`config.mk`:
```
export PLATFORM = sky130hd
export DESIGN_NAME = uart_tx_arbiter
export DESIGN_NICKNAME = d
export VERILOG_FILES = /design/src/rtl/uart_tx_arbiter.sv
export SDC_FILE = /design/constraint.sdc
export NUM_CORES = 1
export LEC_CHECK = 0
export ABC_AREA = 1
export CORE_ASPECT_RATIO = 1.75
export CORE_MARGIN = 1.5
export CORE_UTILIZATION = 48
export CTS_BUF_LIST = sky130_fd_sc_hd__clkbuf_16
export DETAILED_ROUTE_END_ITERATION = 16
export PLACE_DENSITY_LB_ADDON = 0.08
export SLEW_MARGIN = 5
export SYNTH_ARGS = -nofsm -noshare
export SYNTH_HDL_FRONTEND = slang
export SYNTH_SLANG_ARGS = --single-unit
```
`constraint.sdc`:
```
create_clock -name i_clk -period 2.5 [get_ports i_clk]
set_input_delay 0.5 -clock i_clk [delete_from_list [all_inputs] [get_ports i_clk]]
set_output_delay 0.5 -clock i_clk [all_outputs]
set_load 0.02 [all_outputs]
```
`src/rtl/uart_tx_arbiter.sv`:
```
// uart_tx_arbiter: shares one UART transmitter between P_REQ_NUM byte-stream requesters.
// Round-robin grant at packet granularity, with forced rotation after a byte burst or an idle
// gap. Accepted bytes land in a one-entry output register on the transmitter's valid/ready port.
module uart_tx_arbiter #(
  parameter int unsigned P_REQ_NUM         = 4,
  parameter int unsigned P_UART_DATA_WIDTH = 8,
  parameter int unsigned P_BURST_MAX       = 16,
  parameter int unsigned P_GAP_MAX         = 255
) (
  input  logic                                   i_clk,
  input  logic                                   i_rst,
  input  logic [P_REQ_NUM*P_UART_DATA_WIDTH-1:0] i_req_data,
  input  logic [P_REQ_NUM-1:0]                   i_req_valid,
  input  logic [P_REQ_NUM-1:0]                   i_req_last,
  output logic [P_REQ_NUM-1:0]                   o_req_ready,
  output logic [P_UART_DATA_WIDTH-1:0]           o_user_tx_data,
  output logic                                   o_user_tx_valid,
  input  logic                                   i_user_tx_ready,
  output logic [P_REQ_NUM-1:0]                   o_grant,
  output logic                                   o_busy
);

  localparam int unsigned IdxW = (P_REQ_NUM > 1) ? $clog2(P_REQ_NUM) : 1;
  localparam int unsigned CntW = $clog2(P_BURST_MAX + 1);
  localparam int unsigned GapW = $clog2(P_GAP_MAX + 1);

  localparam logic [CntW-1:0] BurstLast = CntW'(P_BURST_MAX - 1);
  localparam logic [GapW-1:0] GapLast   = GapW'(P_GAP_MAX - 1);
  // Pointer starts at the highest index so requester 0 is scanned first after reset.
  localparam logic [IdxW-1:0] PtrReset  = IdxW'(P_REQ_NUM - 1);

  typedef enum logic [0:0] {StArb, StSend} state_e;

  state_e                         state_q;
  logic [P_REQ_NUM-1:0]           grant_q;
  logic [IdxW-1:0]                ptr_q;      // current owner while sending, last owner otherwise
  logic [CntW-1:0]                byte_cnt_q;
  logic [GapW-1:0]                gap_cnt_q;
  logic [P_UART_DATA_WIDTH-1:0]   tx_data_q;
  logic                           tx_valid_q;

  logic                           own_valid;
  logic                           own_last;
  logic [P_UART_DATA_WIDTH-1:0]   own_data;
  logic                           slot_free;
  logic                           req_hs;
  logic                           drain;
  logic                           arb_found;
  logic [IdxW-1:0]                arb_idx;
  logic [IdxW-1:0]                cand_idx;
  logic [P_REQ_NUM-1:0]           arb_onehot;

  // Select the current owner's request lines.
  always_comb begin
    own_valid = 1'b0;
    own_last  = 1'b0;
    own_data  = '0;
    for (int unsigned k = 0; k < P_REQ_NUM; k++) begin
      if (ptr_q == IdxW'(k)) begin
        own_valid = i_req_valid[k];
        own_last  = i_req_last[k];
        own_data  = i_req_data[k*P_UART_DATA_WIDTH +: P_UART_DATA_WIDTH];
      end
    end
  end

  // Round-robin scan starting just after the last owner, wrapping.
  always_comb begin
    arb_found  = 1'b0;
    arb_idx    = ptr_q;
    cand_idx   = ptr_q;
    arb_onehot = '0;
    for (int unsigned i = 1; i <= P_REQ_NUM; i++) begin
      cand_idx = IdxW'((32'(ptr_q) + i) % P_REQ_NUM);
      if (!arb_found && i_req_valid[cand_idx]) begin
        arb_found = 1'b1;
        arb_idx   = cand_idx;
      end
    end
    arb_onehot[arb_idx] = 1'b1;
  end

  // The output register can take a byte when empty or when it drains this same cycle.
  assign slot_free       = !tx_valid_q || i_user_tx_ready;
  assign req_hs          = (state_q == StSend) && own_valid && slot_free;
  assign drain           = tx_valid_q && i_user_tx_ready;

  assign o_req_ready     = (state_q == StSend && slot_free) ? grant_q : '0;
  assign o_grant         = grant_q;
  assign o_user_tx_data  = tx_data_q;
  assign o_user_tx_valid = tx_valid_q;
  assign o_busy          = (state_q == StSend) || tx_valid_q;

  // Arbitration FSM, burst/gap counters and the one-entry output register.
  always_ff @(posedge i_clk) begin
    if (i_rst) begin
      state_q    <= StArb;
      grant_q    <= '0;
      ptr_q      <= PtrReset;
      byte_cnt_q <= '0;
      gap_cnt_q  <= '0;
      tx_data_q  <= '0;
      tx_valid_q <= 1'b0;
    end else begin
      // A pending byte survives grant changes; a load wins over a drain.
      if (req_hs) begin
        tx_data_q  <= own_data;
        tx_valid_q <= 1'b1;
      end else if (drain) begin
        tx_valid_q <= 1'b0;
      end

      unique case (state_q)
        StArb: begin
          if (arb_found) begin
            state_q    <= StSend;
            grant_q    <= arb_onehot;
            ptr_q      <= arb_idx;
            byte_cnt_q <= '0;
            gap_cnt_q  <= '0;
          end else begin
            grant_q <= '0;
          end
        end
        StSend: begin
          if (req_hs) begin
            byte_cnt_q <= byte_cnt_q + CntW'(1);
            gap_cnt_q  <= '0;
            // End of packet or burst limit: rotate even in the middle of a packet.
            if (own_last || byte_cnt_q == BurstLast) begin
              state_q    <= StArb;
              grant_q    <= '0;
              byte_cnt_q <= '0;
            end
          end else if (!own_valid) begin
            if (gap_cnt_q == GapLast) begin
              state_q    <= StArb;
              grant_q    <= '0;
              byte_cnt_q <= '0;
              gap_cnt_q  <= '0;
            end else begin
              gap_cnt_q <= gap_cnt_q + GapW'(1);
            end
          end else begin
            // Valid but stalled by the output register: not an idle cycle.
            gap_cnt_q <= '0;
          end
        end
        default: state_q <= StArb;
      endcase
    end
  end

endmodule

```
==> summary.md <==
| Metric | Value |
|---|---|
| Multi-input gate area | around 0.0013 mm^2 |
| WL per Instance | 12.2 um |
| Data required time of the worst path | 2000 ps |
| Most frequent cells in the layout | nand2_1, clkdlybuf4s50_1, nor2_1, nand3_1, dfxtp_1 |
| CTS H-tree depth | 2 |
| Post-route setup slack | 60.8 ps |
| Critical path arrival | 1940 ps |
| Commonest non-fill, non-tap cell in the layout | nand2_1 |
| Min Clock Period, post-route | 2440 ps |
| Die height | 89.7 um |
| Cell Chain, Critical Path | clkdlybuf4s50_1, or2_2, nand2_1, nor2_1, clkdlybuf4s50_1 |
| Starting Density | about 50% |
| Area contributors post-synth | dfxtp_1, nand2_1, nand3_1 |
| Final #Nets | 422 |
| Top delay family on crit path | buffers and inverters |
| Setup Skew | about 2.7 ps |
| CP Launch Type | input port |
| GRT Residual Overflow | 0 |
| Setup WS pre-CTS | 53.4 ps |
| Library cells used by synthesis | 35 |
| Buffers on Ports | 60 |
| Share of the synthesized area in the top cell type | 28.2% |
| # diodes | 0 |
| Final ANT Viol Nets | 0 |
| Initial antenna violation count | 0 |
| HP Class | register to register |
| Relative max-transition margin | 72.9% |
| Clock Sinks | 29 |
| Core area | 0.00411 mm^2 |
| Reg area | 581 um^2 |
| Global-route wire length before repair | 8740 um |
| Leak | between 1 and 1.5 nW |
| Clock root cell | clkbuf_16 |
| Dominant cell type by area after synthesis | dfxtp_1 |
| Clk_lat worst skew | between 200 and 300 ps |
| Post-DP HPWL | 4120 um |
| Status | finished clean |
| PwrDens | 1110 mW/mm^2 |
| Syn Inst Count | a little over 300 |
| Vias in the first global route | between 2000 and 2500 |
| Post-cts hold buffer count | 0 |
| RSZ-0062 raised after global routing | no |
| Crit. End Element | primary output |
| Final hold viol count | 0 |
| Dpl cell area | 0.00272 mm^2 |
| Area of the mapped netlist | 0.00206 mm^2 |
| Clock Path Buffers | 2 |
| Share of cells above drive strength 1 | 14.0% |
| RD Place Congestion | 0.864 |
| CP bufs+invs | 2 |
| Die Footprint | 0.00471 mm^2 |
| DRC violations left | 0 |
| Row count | 31 |
| Logic gate share of total power | about 60% |
| GR Util All Layers | about a quarter |
| Max Freq | between 400 and 500 MHz |
| Fin area | 0.00286 mm^2 |
| Die boundary width | 52.5 um |
| Sw frac | 46.6% |
| Post-Syn Area per Cell | slightly below 7 um^2 |
| Cell mode on critical path | clkdlybuf4s50_1 |
| Via count | around 2200 |
| I/O pins | 61 |
| Avg Vias per Cell | 5.14 |
| Post-synthesis sequential area ratio | 28.2% |
| Fin crit share | between 90% and 100% |
| Number of buffers created by CTS | 5 |
| Critical-path cell with the highest stage delay | clkdlybuf4s50_1 |
| DRT Wirelength | 5160 um |
| Sw Pwr | 1.48 mW |
| Internal power | around 1.7 mW |
| Worst-margin pin slew | around 400 ps |
| Setup violations, final | 0 |
| Clock Power Share | 18.1% |
| Final-layout fill cell count | 388 |
| Pin count of the biggest net entering global routing | 18 |
| Kind of critical path | input port to primary output |
| Flops & latches, synth | 29 |
| Critical Path Max Stage Delay | around 530 ps |
| Peak supply drop | between 700 and 800 uV |
| Pre-antenna DRT Iters | 4 |
| Clk pin slew, worst setup/hold paths | 50 ps |
| Setup_tns | 0 ps |
| Area delta synth->final | 38.9% |
| Sequential share of power | around 22% |
| CP Max Fanout | 5 |
| CTS tree | yes |
| Initial drt markers | 52 |
| Post-synth net total | 355 |
| Ys Warns | 0 |
| Maxcap violations | 0 |
| Pins Over Slew Limit | 0 |
==> synth_stat cells <==
library cell	count
nor2_2	1
nand4_1	3
a21oi_1	28
clkbuf_1	2
buf_6	4
nor3_1	2
a22oi_1	1
ha_1	8
inv_8	1
nand4_2	1
a2bb2oi_1	1
nor2_1	34
xor2_1	2
buf_4	2
a211oi_1	8
dlygate4sd1_1	1
nand3_2	6
or2_0	2
o211ai_1	1
inv_4	1
buf_2	1
inv_2	4
o21ai_0	20
nand2_4	4
dfxtp_1	29
nand2_1	62
a31oi_1	1
nor2_4	3
nand2_2	10
o21a_1	1
nand3_1	30
a21o_1	1
or2_2	2
nand4_4	1
inv_1	26
==> worst paths after layout <==
path                              startpoint  slack, ps                    endpoint  cells after the start
hold / removal    byte_cnt_q[4]$_SDFFE_PP0P_        470  byte_cnt_q[4]$_SDFFE_PP0P_                      2
setup / recovery             i_user_tx_ready         60              o_req_ready[1]                      5
setup reg to reg       ptr_q[0]$_SDFFE_PP1P_        440     o_grant[2]$_SDFFE_PP0P_                     11
hold reg to reg   byte_cnt_q[4]$_SDFFE_PP0P_        470  byte_cnt_q[4]$_SDFFE_PP0P_                      2
==> logic make-up after synthesis <==
kind of cell	share of synthesized area [%]
buffers and inverters	10.3
adders and majority gates	4.86
DFF	28.2
and+or+nand+nor	39.1
xor gates and xnor gates	0.850
AOI/OAI and AO/OA	16.8
==> stage by stage <==
step | instances | utilization (%) | power, mW | hold WS [ps]
2_1_floorplan | 304 | - | 2.05 | 440
3_3_place_gp | 413 | 66.1 | 2.58 | 452
6_report | 421 | 69.6 | 3.17 | 469
5_1_grt | 421 | 69.6 | 3.45 | 501
3_5_place_dp | 413 | 66.1 | 2.61 | 468
4_1_cts | 421 | 69.5 | 3.19 | 476
==> sequential cells by signal, summed over array words and instances (netlist names) <==
signal and count:
gap_cnt_q 8, state_q 1, o_user_tx_data 8, ptr_q 2, o_grant 4, byte_cnt_q 5, o_user_tx_valid 1
==> tightest hold or removal path: stages, from the launching register on <==
cell and delay [ps]:
dfxtp_1 310, nand2_1 60, a21oi_1 50
==> routing by layer <==
metal	part of all wire, %	vias to the layer above	routed length [um]	global-route usage (%)
met3	3.7	8	191	4.97
met2	56	59	2860	46.8
met4	2.1	0	110	11.0
met1	39	956	1990	24.7
li1	-	1141	-	-
met5	0	-	0	0
==> timing repair <==
item / 4_1_cts / 5_1_grt
buffers inserted: 0 / 0
gates resized for setup: 0 / 1
endpoints found under the setup margin: 0 / 1
==> cell type report <==
type / instances / share of cell area [%]
Clock inverter: 3 / 0.612
Tap cell: 49 / 2.14
Sequential cell: 29 / 20.3
Timing Repair Buffer: 70 / 23.7
Inverter: 32 / 4.55
Clock buffer: 5 / 4.37
Multi-Input combinational cell: 233 / 44.3
==> power by group through the flow <==
stage	Sequential [mW]	Combinational, mW	Clock, mW
after detailed placement	0.697	1.91	0
final	0.691	1.90	0.572
after global placement	0.694	1.89	0
after floorplan	0.768	1.29	0
after global routing	0.710	2.15	0.595
after CTS	0.690	1.92	0.580
No activity file was read; power rests on OpenSTA's default activity.
